[config.mk]
export PLATFORM = sky130hd
export DESIGN_NAME = i2s_rx
export DESIGN_NICKNAME = d
export VERILOG_FILES = /design/src/rtl/i2s_pkg.sv /design/src/rtl/sync_edge_det.sv /design/src/rtl/i2s_rx.sv
export SDC_FILE = /design/constraint.sdc
export NUM_CORES = 1
export LEC_CHECK = 0
export CAP_MARGIN = 25
export CELL_PAD_IN_SITES_DETAIL_PLACEMENT = 1
export CELL_PAD_IN_SITES_GLOBAL_PLACEMENT = 1
export CORE_MARGIN = 10
export CORE_UTILIZATION = 30
export DETAILED_ROUTE_END_ITERATION = 10
export GPL_TIMING_DRIVEN = 0
export PLACE_DENSITY_LB_ADDON = 0.15
export SETUP_SLACK_MARGIN = 0.2
export SYNTH_ARGS = -nofsm -noshare
export SYNTH_HDL_FRONTEND = slang
export SYNTH_SLANG_ARGS = --single-unit
[constraint.sdc]
create_clock -name clk -period 5.5 [get_ports clk]
set_input_delay 1.1 -clock clk [delete_from_list [all_inputs] [get_ports clk]]
set_output_delay 1.1 -clock clk [all_outputs]
set_load 0.005 [all_outputs]
[src/rtl/i2s_pkg.sv]
// rtl/i2s_pkg.sv - shared types and defaults for the I2S capture path
package i2s_pkg;

   typedef enum logic [1:0] {
      SYNC,
      LEFT,
      RIGHT
   } rx_state_t;

   localparam int SAMPLE_W_DEF = 16;
   localparam int SLOT_MAX_DEF = 32;

   localparam logic I2S_LEFT = 1'b0;

endpackage

[src/rtl/sync_edge_det.sv]
// rtl/sync_edge_det.sv - 2-FF synchronizer with registered rising-edge pulse
module sync_edge_det #(
   parameter int W = 2
) (
   input  logic         clk,
   input  logic         reset_n,
   input  logic         edge_in,
   input  logic [W-1:0] data_in,
   output logic         rise,
   output logic [W-1:0] data_q
);

   logic [2:0]   edge_sr;
   logic [W-1:0] data_s1;
   logic [W-1:0] data_s2;

   // data_q is retimed by one extra stage so it lines up with the rise pulse
   always_ff @(posedge clk or negedge reset_n) begin
      if (!reset_n) begin
         edge_sr <= '0;
         data_s1 <= '0;
         data_s2 <= '0;
         data_q  <= '0;
         rise    <= 1'b0;
      end else begin
         edge_sr <= {edge_sr[1:0], edge_in};
         data_s1 <= data_in;
         data_s2 <= data_s1;
         data_q  <= data_s2;
         rise    <= edge_sr[1] & ~edge_sr[2];
      end
   end

endmodule

[src/rtl/i2s_rx.sv]
// rtl/i2s_rx.sv - I2S receive deserializer delivering stereo pairs over valid/ready
module i2s_rx
   import i2s_pkg::*;
#(
   parameter int SAMPLE_W = SAMPLE_W_DEF,
   parameter int SLOT_MAX = SLOT_MAX_DEF
) (
   input  logic                clk,
   input  logic                reset_n,
   input  logic                sclk,
   input  logic                lrclk,
   input  logic                sdin,
   output logic [SAMPLE_W-1:0] left_data,
   output logic [SAMPLE_W-1:0] right_data,
   output logic                sample_valid,
   input  logic                sample_ready,
   output logic                overrun,
   input  logic                overrun_clr,
   output logic                locked
);

   localparam int CNT_W = $clog2(SLOT_MAX + 1);
   localparam logic [CNT_W-1:0] CNT_SAT  = CNT_W'(SLOT_MAX);
   localparam logic [CNT_W-1:0] CNT_LAST = CNT_W'(SLOT_MAX - 1);
   localparam logic [CNT_W-1:0] CNT_SW   = CNT_W'(SAMPLE_W);

   logic                rise;
   logic [1:0]          rx_q;
   logic                lr_now;
   logic                sd_now;
   logic                lr_prev;
   logic                boundary;
   logic                slot_tmo;
   logic [CNT_W-1:0]    bit_cnt;
   logic [SAMPLE_W-1:0] shreg;
   logic [SAMPLE_W-1:0] shreg_d;
   logic [SAMPLE_W-1:0] left_hold;
   rx_state_t           state_q;
   rx_state_t           state_d;
   logic                latch_left;
   logic                pair_done;
   logic                go_sync;
   logic                drop;

   sync_edge_det #(.W(2)) u_sync (
      .clk     (clk),
      .reset_n (reset_n),
      .edge_in (sclk),
      .data_in ({lrclk, sdin}),
      .rise    (rise),
      .data_q  (rx_q)
   );

   assign lr_now   = rx_q[1];
   assign sd_now   = rx_q[0];
   assign boundary = rise && (lr_now != lr_prev);
   assign slot_tmo = rise && (lr_now == lr_prev) && (bit_cnt == CNT_LAST);

   always_comb begin
      shreg_d = shreg;
      for (int i = 0; i < SAMPLE_W; i++) begin
         if (i == SAMPLE_W - 1 - int'(bit_cnt)) shreg_d[i] = sd_now;
      end
   end

   // the boundary bit is the previous word's LSB, so it only restarts the slot
   always_ff @(posedge clk or negedge reset_n) begin
      if (!reset_n) begin
         lr_prev <= 1'b0;
         bit_cnt <= '0;
         shreg   <= '0;
      end else if (rise) begin
         lr_prev <= lr_now;
         if (lr_now != lr_prev) begin
            bit_cnt <= '0;
            shreg   <= '0;
         end else begin
            if (bit_cnt < CNT_SW) shreg <= shreg_d;
            if (bit_cnt != CNT_SAT) bit_cnt <= bit_cnt + 1'b1;
         end
      end
   end

   always_ff @(posedge clk or negedge reset_n) begin
      if (!reset_n) state_q <= SYNC;
      else          state_q <= state_d;
   end

   always_comb begin
      state_d    = state_q;
      latch_left = 1'b0;
      pair_done  = 1'b0;
      go_sync    = 1'b0;
      case (state_q)
         SYNC: begin
            if (boundary && lr_now == I2S_LEFT) state_d = LEFT;
         end
         LEFT: begin
            if (boundary && lr_now != I2S_LEFT) begin
               latch_left = 1'b1;
               state_d    = RIGHT;
            end else if (slot_tmo) begin
               go_sync = 1'b1;
               state_d = SYNC;
            end
         end
         RIGHT: begin
            if (boundary && lr_now == I2S_LEFT) begin
               pair_done = 1'b1;
               state_d   = LEFT;
            end else if (slot_tmo) begin
               go_sync = 1'b1;
               state_d = SYNC;
            end
         end
         default: state_d = SYNC;
      endcase
   end

   assign drop = pair_done && sample_valid && !sample_ready;

   always_ff @(posedge clk or negedge reset_n) begin
      if (!reset_n) begin
         left_hold    <= '0;
         left_data    <= '0;
         right_data   <= '0;
         sample_valid <= 1'b0;
         overrun      <= 1'b0;
         locked       <= 1'b0;
      end else begin
         if (latch_left) left_hold <= shreg;
         if (pair_done && !drop) begin
            left_data    <= left_hold;
            right_data   <= shreg;
            sample_valid <= 1'b1;
         end else if (sample_ready) begin
            sample_valid <= 1'b0;
         end
         if (drop)             overrun <= 1'b1;
         else if (overrun_clr) overrun <= 1'b0;
         if (go_sync)        locked <= 1'b0;
         else if (pair_done) locked <= 1'b1;
      end
   end

endmodule

==> impl_summary.log <==
[metrics] portion of the post-synthesis area used by sequential elements: between 50 and 60%
[metrics] starting density of the core: about 31%
[metrics] Post-Route Hold Slack: 0.347 ns
[metrics] distinct cell type count after synthesis: 39
[metrics] sum of negative setup slack: 0 ns
[metrics] Remaining Overflow, GRT: 0
[metrics] P_sw: roughly 0.00035 W
[metrics] Min-Delay Endpoint: u_sync.edge_sr[1]$_DFF_PN0_
[metrics] total area of sequential cells: approximately 2200 sq um
[metrics] net switching share of the total power: roughly a quarter
[metrics] actual transition at the worst max-transition pin: 0.910 ns
[metrics] Clock power frac: between 40% and 50%
[metrics] buffering stage count on the worst path with inverters included: 3
[metrics] status: completed
[metrics] Top-Level Pins: 42
[metrics] worst-case register-to-register setup slack: 3.42 ns
[metrics] first-pass GRT wire length: around 13,000 um
[metrics] number of nets in the finished design: around 340
[metrics] Worst Setup Start Kind: input pin
[metrics] startpoint of the worst-slack reg-to-reg timing path: bit_cnt[0]$_DFFE_PN0P_
[metrics] count of endpoints failing setup in the final report: 0
[metrics] PortBufs: 41
[metrics] Synth Instances: between 200 and 300
[metrics] number of fillers in the final layout: about 1,200
[metrics] Pre-Repair DR Iteration Count: 4
[metrics] Antenna Diode Count: 0
[metrics] area delta synth->final: 25.6%
[metrics] TritonCTS clock tree: built
[metrics] share of final-layout standard cells stronger than drive strength 1: 15.6%
[metrics] buffer type at the clock tree root: sky130_fd_sc_hd__clkbuf_16
[metrics] post-route fraction of the period consumed by the critical path: a little over two fifths
[metrics] largest buffer count on any clock path: 2
[metrics] Die H: roughly 130 um
[metrics] Clock H-tree levels: 3
[metrics] Die ar.: approximately 17,000 sq um
[metrics] data arrival at the endpoint of the critical path: ~2.6 ns
[metrics] Lkg Pwr: approximately 2.1 nW
[metrics] # clock sinks: 86
[metrics] DR WL/cell: 16.9 um
[metrics] remaining antenna violation count after routing: 0
[metrics] type of element capturing the critical path: register
[metrics] cell at the slowest stage of the critical path: sky130_fd_sc_hd__clkdlybuf4s50_1
[metrics] final RePlAce weighted congestion: around 0.72
[metrics] Routed Wire Length: 7940 um
[metrics] multi-input logic area: ~1300 sq um
[metrics] async set-or-reset flop fraction in the synthesized netlist: 100%
[metrics] worst relative slew slack: 38.9%
[metrics] max-cap violations: 0
[metrics] via count of the first global-routing pass: 2,459
[metrics] total power divided by cell area: approximately 320 nW/um^2
[metrics] combinational cell fraction of total power: under 10%
[metrics] overall die width: between 100 and 150 um
[metrics] clk_skew: 0.00713 ns
[metrics] worst reg-to-reg path cell count: 6
[metrics] max-slew violations: 0
[metrics] detailed placer's ending HPWL: between 5000 and 6000 um
[metrics] number of enable flip-flop cells after synthesis: 0
[metrics] number of stages on the worst hold path: 0
[metrics] critical path peak fanout: 10
[metrics] number of cell rows: 39
[metrics] Slowest Stage Delay on Critical Path: roughly 0.44 ns
[metrics] fin crit period: ~2.4 ns
[metrics] antenna violations before repair: 0
[metrics] all-layer global routing usage: 10.3%
[metrics] via count: between 2,000 and 2,500
[metrics] cell type group with the largest total delay on the critical path: buffers and inverters
[metrics] worst min-delay path category: reg -> reg
[metrics] maximum ir drop on the vdd rail: ~0.17 mV
[metrics] detail-routed via count per cell: roughly 5.0
[metrics] clock buffer count from CTS: 9
[metrics] net count after synthesis: 285
[metrics] initial DRC count: 127
[metrics] r2r endpoint: state_q[1]$_DFFE_PN0P_
[metrics] proportion of power drawn by flip-flops and latches: about 47%
[metrics] final core occ: between 30% and 40%
[metrics] hold buffer count at cts: 0
[metrics] clock latency on the worst-skew pair: around 0.34 ns
[metrics] endpoint required time on the critical path: roughly 5.7 ns
[metrics] synthesized area: about 3600 sq um
[metrics] Internal: between 0.001 and 0.0015 W
[metrics] pin count of the biggest net entering global routing: 45
[metrics] buffer count from post-CTS setup fixing: 0
[metrics] flip-flop and latch count after synthesis: 86
[metrics] Clock transition at path regs: around 0.060 ns
[metrics] setup repair after global routing missed its margin: false
[metrics] number of hold violations in the final report: 0
[metrics] detailed-route DRC error count: 0
[metrics] worst setup path class: in -> reg
[metrics] Max Clk Rate: around 420 MHz
[metrics] Critical Path, Cell by Cell: clkdlybuf4s50_1 > nand2b_1 > nor2b_1 > buf_2 > buf_6 > mux2_1
[metrics] post-CTS resize count: 0
[metrics] Synthesis Warnings: 0
[metrics] core footprint: between 10,000 and 15,000 sq um
[metrics] average cell area after synthesis: roughly 13 sq um
[metrics] Hold Crit Start: u_sync.edge_sr[0]$_DFF_PN0_
[metrics] most used flip-flop cell after synthesis: sky130_fd_sc_hd__dfrtp_1
Yosys cell counts, drive strengths merged (3+ instances only):
cell	number	share of area [%]
mux2	49	15
a32o	12	3.3
o211ai	4	0.84
nor2	3	0.31
buf	12	2.2
nand3	15	2.1
and2	4	0.70
inv	10	1.0
dfrtp	86	60
nor4	4	0.87
clkbuf	5	0.52
nand2	17	1.8
ha	8	2.8
nor2b	3	0.52
nor3	3	0.42
o21ai	11	1.5
metal layers:
layer | up-vias | share of wire (%) | track usage, %
met5 | - | 0 | 0
met2 | 38 | 48 | 16.2
met3 | 7 | 4.7 | 3.75
met1 | 1208 | 46 | 12.8
li1 | 1081 | - | -
met4 | 0 | 1.2 | 3.90
worst max-delay path by stage:
stage                             from                         to  slack, ns  depth (start not counted)
final                     sample_ready  right_data[2]$_DFFE_PN0P_       3.13                          6
after global routing      sample_ready  left_data[12]$_DFFE_PN0P_       2.98                          6
after CTS                 sample_ready  left_data[13]$_DFFE_PN0P_       3.10                          6
after detailed placement  sample_ready  right_data[3]$_DFFE_PN0P_       2.74                          6
after global placement         reset_n     bit_cnt[3]$_DFFE_PN0P_       0.07                          1
after floorplan           sample_ready   left_data[0]$_DFFE_PN0P_       3.42                          5
layout make-up:
cell class                      count  share of cell area [%]
Buffer                             17                    2.16
Clock buffer                       11                    5.16
Clock inverter                      4                    1.61
Inverter                           10                   0.832
Multi-Input combinational cell    157                    28.9
Sequential cell                    86                    47.7
Tap cell                          143                    3.96
Timing Repair Buffer               42                    9.65
per-stage QoR:
stage	std cells	cell area (sq um)	power, W	setup slack [ns]
after floorplan	270	3590	0.000780	3.42
after global placement	454	4180	0.000838	0.0697
after detailed placement	455	4210	0.000844	2.74
after CTS	470	4510	0.00149	3.10
after global routing	470	4510	0.00154	2.98
final	470	4510	0.00146	3.13
sequential cells by signal, indices dropped and copies added, names as in the netlist:
name,cells
sample_valid,1
state_q,2
u_sync.data_q,2
lr_prev,1
shreg,16
u_sync.rise,1
overrun,1
locked,1
left_hold,16
u_sync.edge_sr,3
u_sync.data_s2,2
u_sync.data_s1,2
bit_cnt,6
left_data,16
right_data,16
power groups by stage:
| stage | sequential (W) | combinational [W] | clock [W] |
|---|---|---|---|
| after floorplan | 0.000689 | 0.0000912 | 0 |
| after global placement | 0.000695 | 0.000143 | 0 |
| after detailed placement | 0.000695 | 0.000149 | 0 |
| after CTS | 0.000684 | 0.000150 | 0.000659 |
| after global routing | 0.000688 | 0.000167 | 0.000688 |
| final | 0.000683 | 0.000145 | 0.000636 |
cell usage in the layout, fill, tap and decap left out, types with 3 or more instances in the layout:
cell,netlist,final
sky130_fd_sc_hd__o21ai_1,4,4
sky130_fd_sc_hd__buf_2,9,9
sky130_fd_sc_hd__o21ai_0,7,7
sky130_fd_sc_hd__clkbuf_16,0,9
sky130_fd_sc_hd__nor2b_1,3,3
sky130_fd_sc_hd__o211ai_1,4,4
sky130_fd_sc_hd__and2_1,4,4
sky130_fd_sc_hd__nand2_1,17,17
sky130_fd_sc_hd__ha_1,8,8
sky130_fd_sc_hd__mux2_2,19,19
sky130_fd_sc_hd__a32o_1,12,12
sky130_fd_sc_hd__clkbuf_1,5,7
sky130_fd_sc_hd__inv_1,10,10
sky130_fd_sc_hd__clkdlybuf4s50_1,0,40
sky130_fd_sc_hd__dfrtp_1,86,86
sky130_fd_sc_hd__nand3_1,15,15
sky130_fd_sc_hd__nor4_1,3,3
sky130_fd_sc_hd__nor2_1,3,3
sky130_fd_sc_hd__nor3_1,3,3
sky130_fd_sc_hd__mux2_1,30,30
sky130_fd_sc_hd__buf_6,3,3
cells by family (layout without fill, tap and decap cells):
family | count (synthesis) | count (layout) | share of synthesized area [%]
xor+xnor | 2 | 2 | 0.697
fa+ha+maj | 8 | 8 | 2.79
buf+inv | 27 | 84 | 3.76
flops | 86 | 86 | 59.9
compound gates | 39 | 39 | 8.29
mux | 49 | 49 | 15.4
simple gates | 59 | 59 | 9.23
Power figures use the tool's default switching activity.
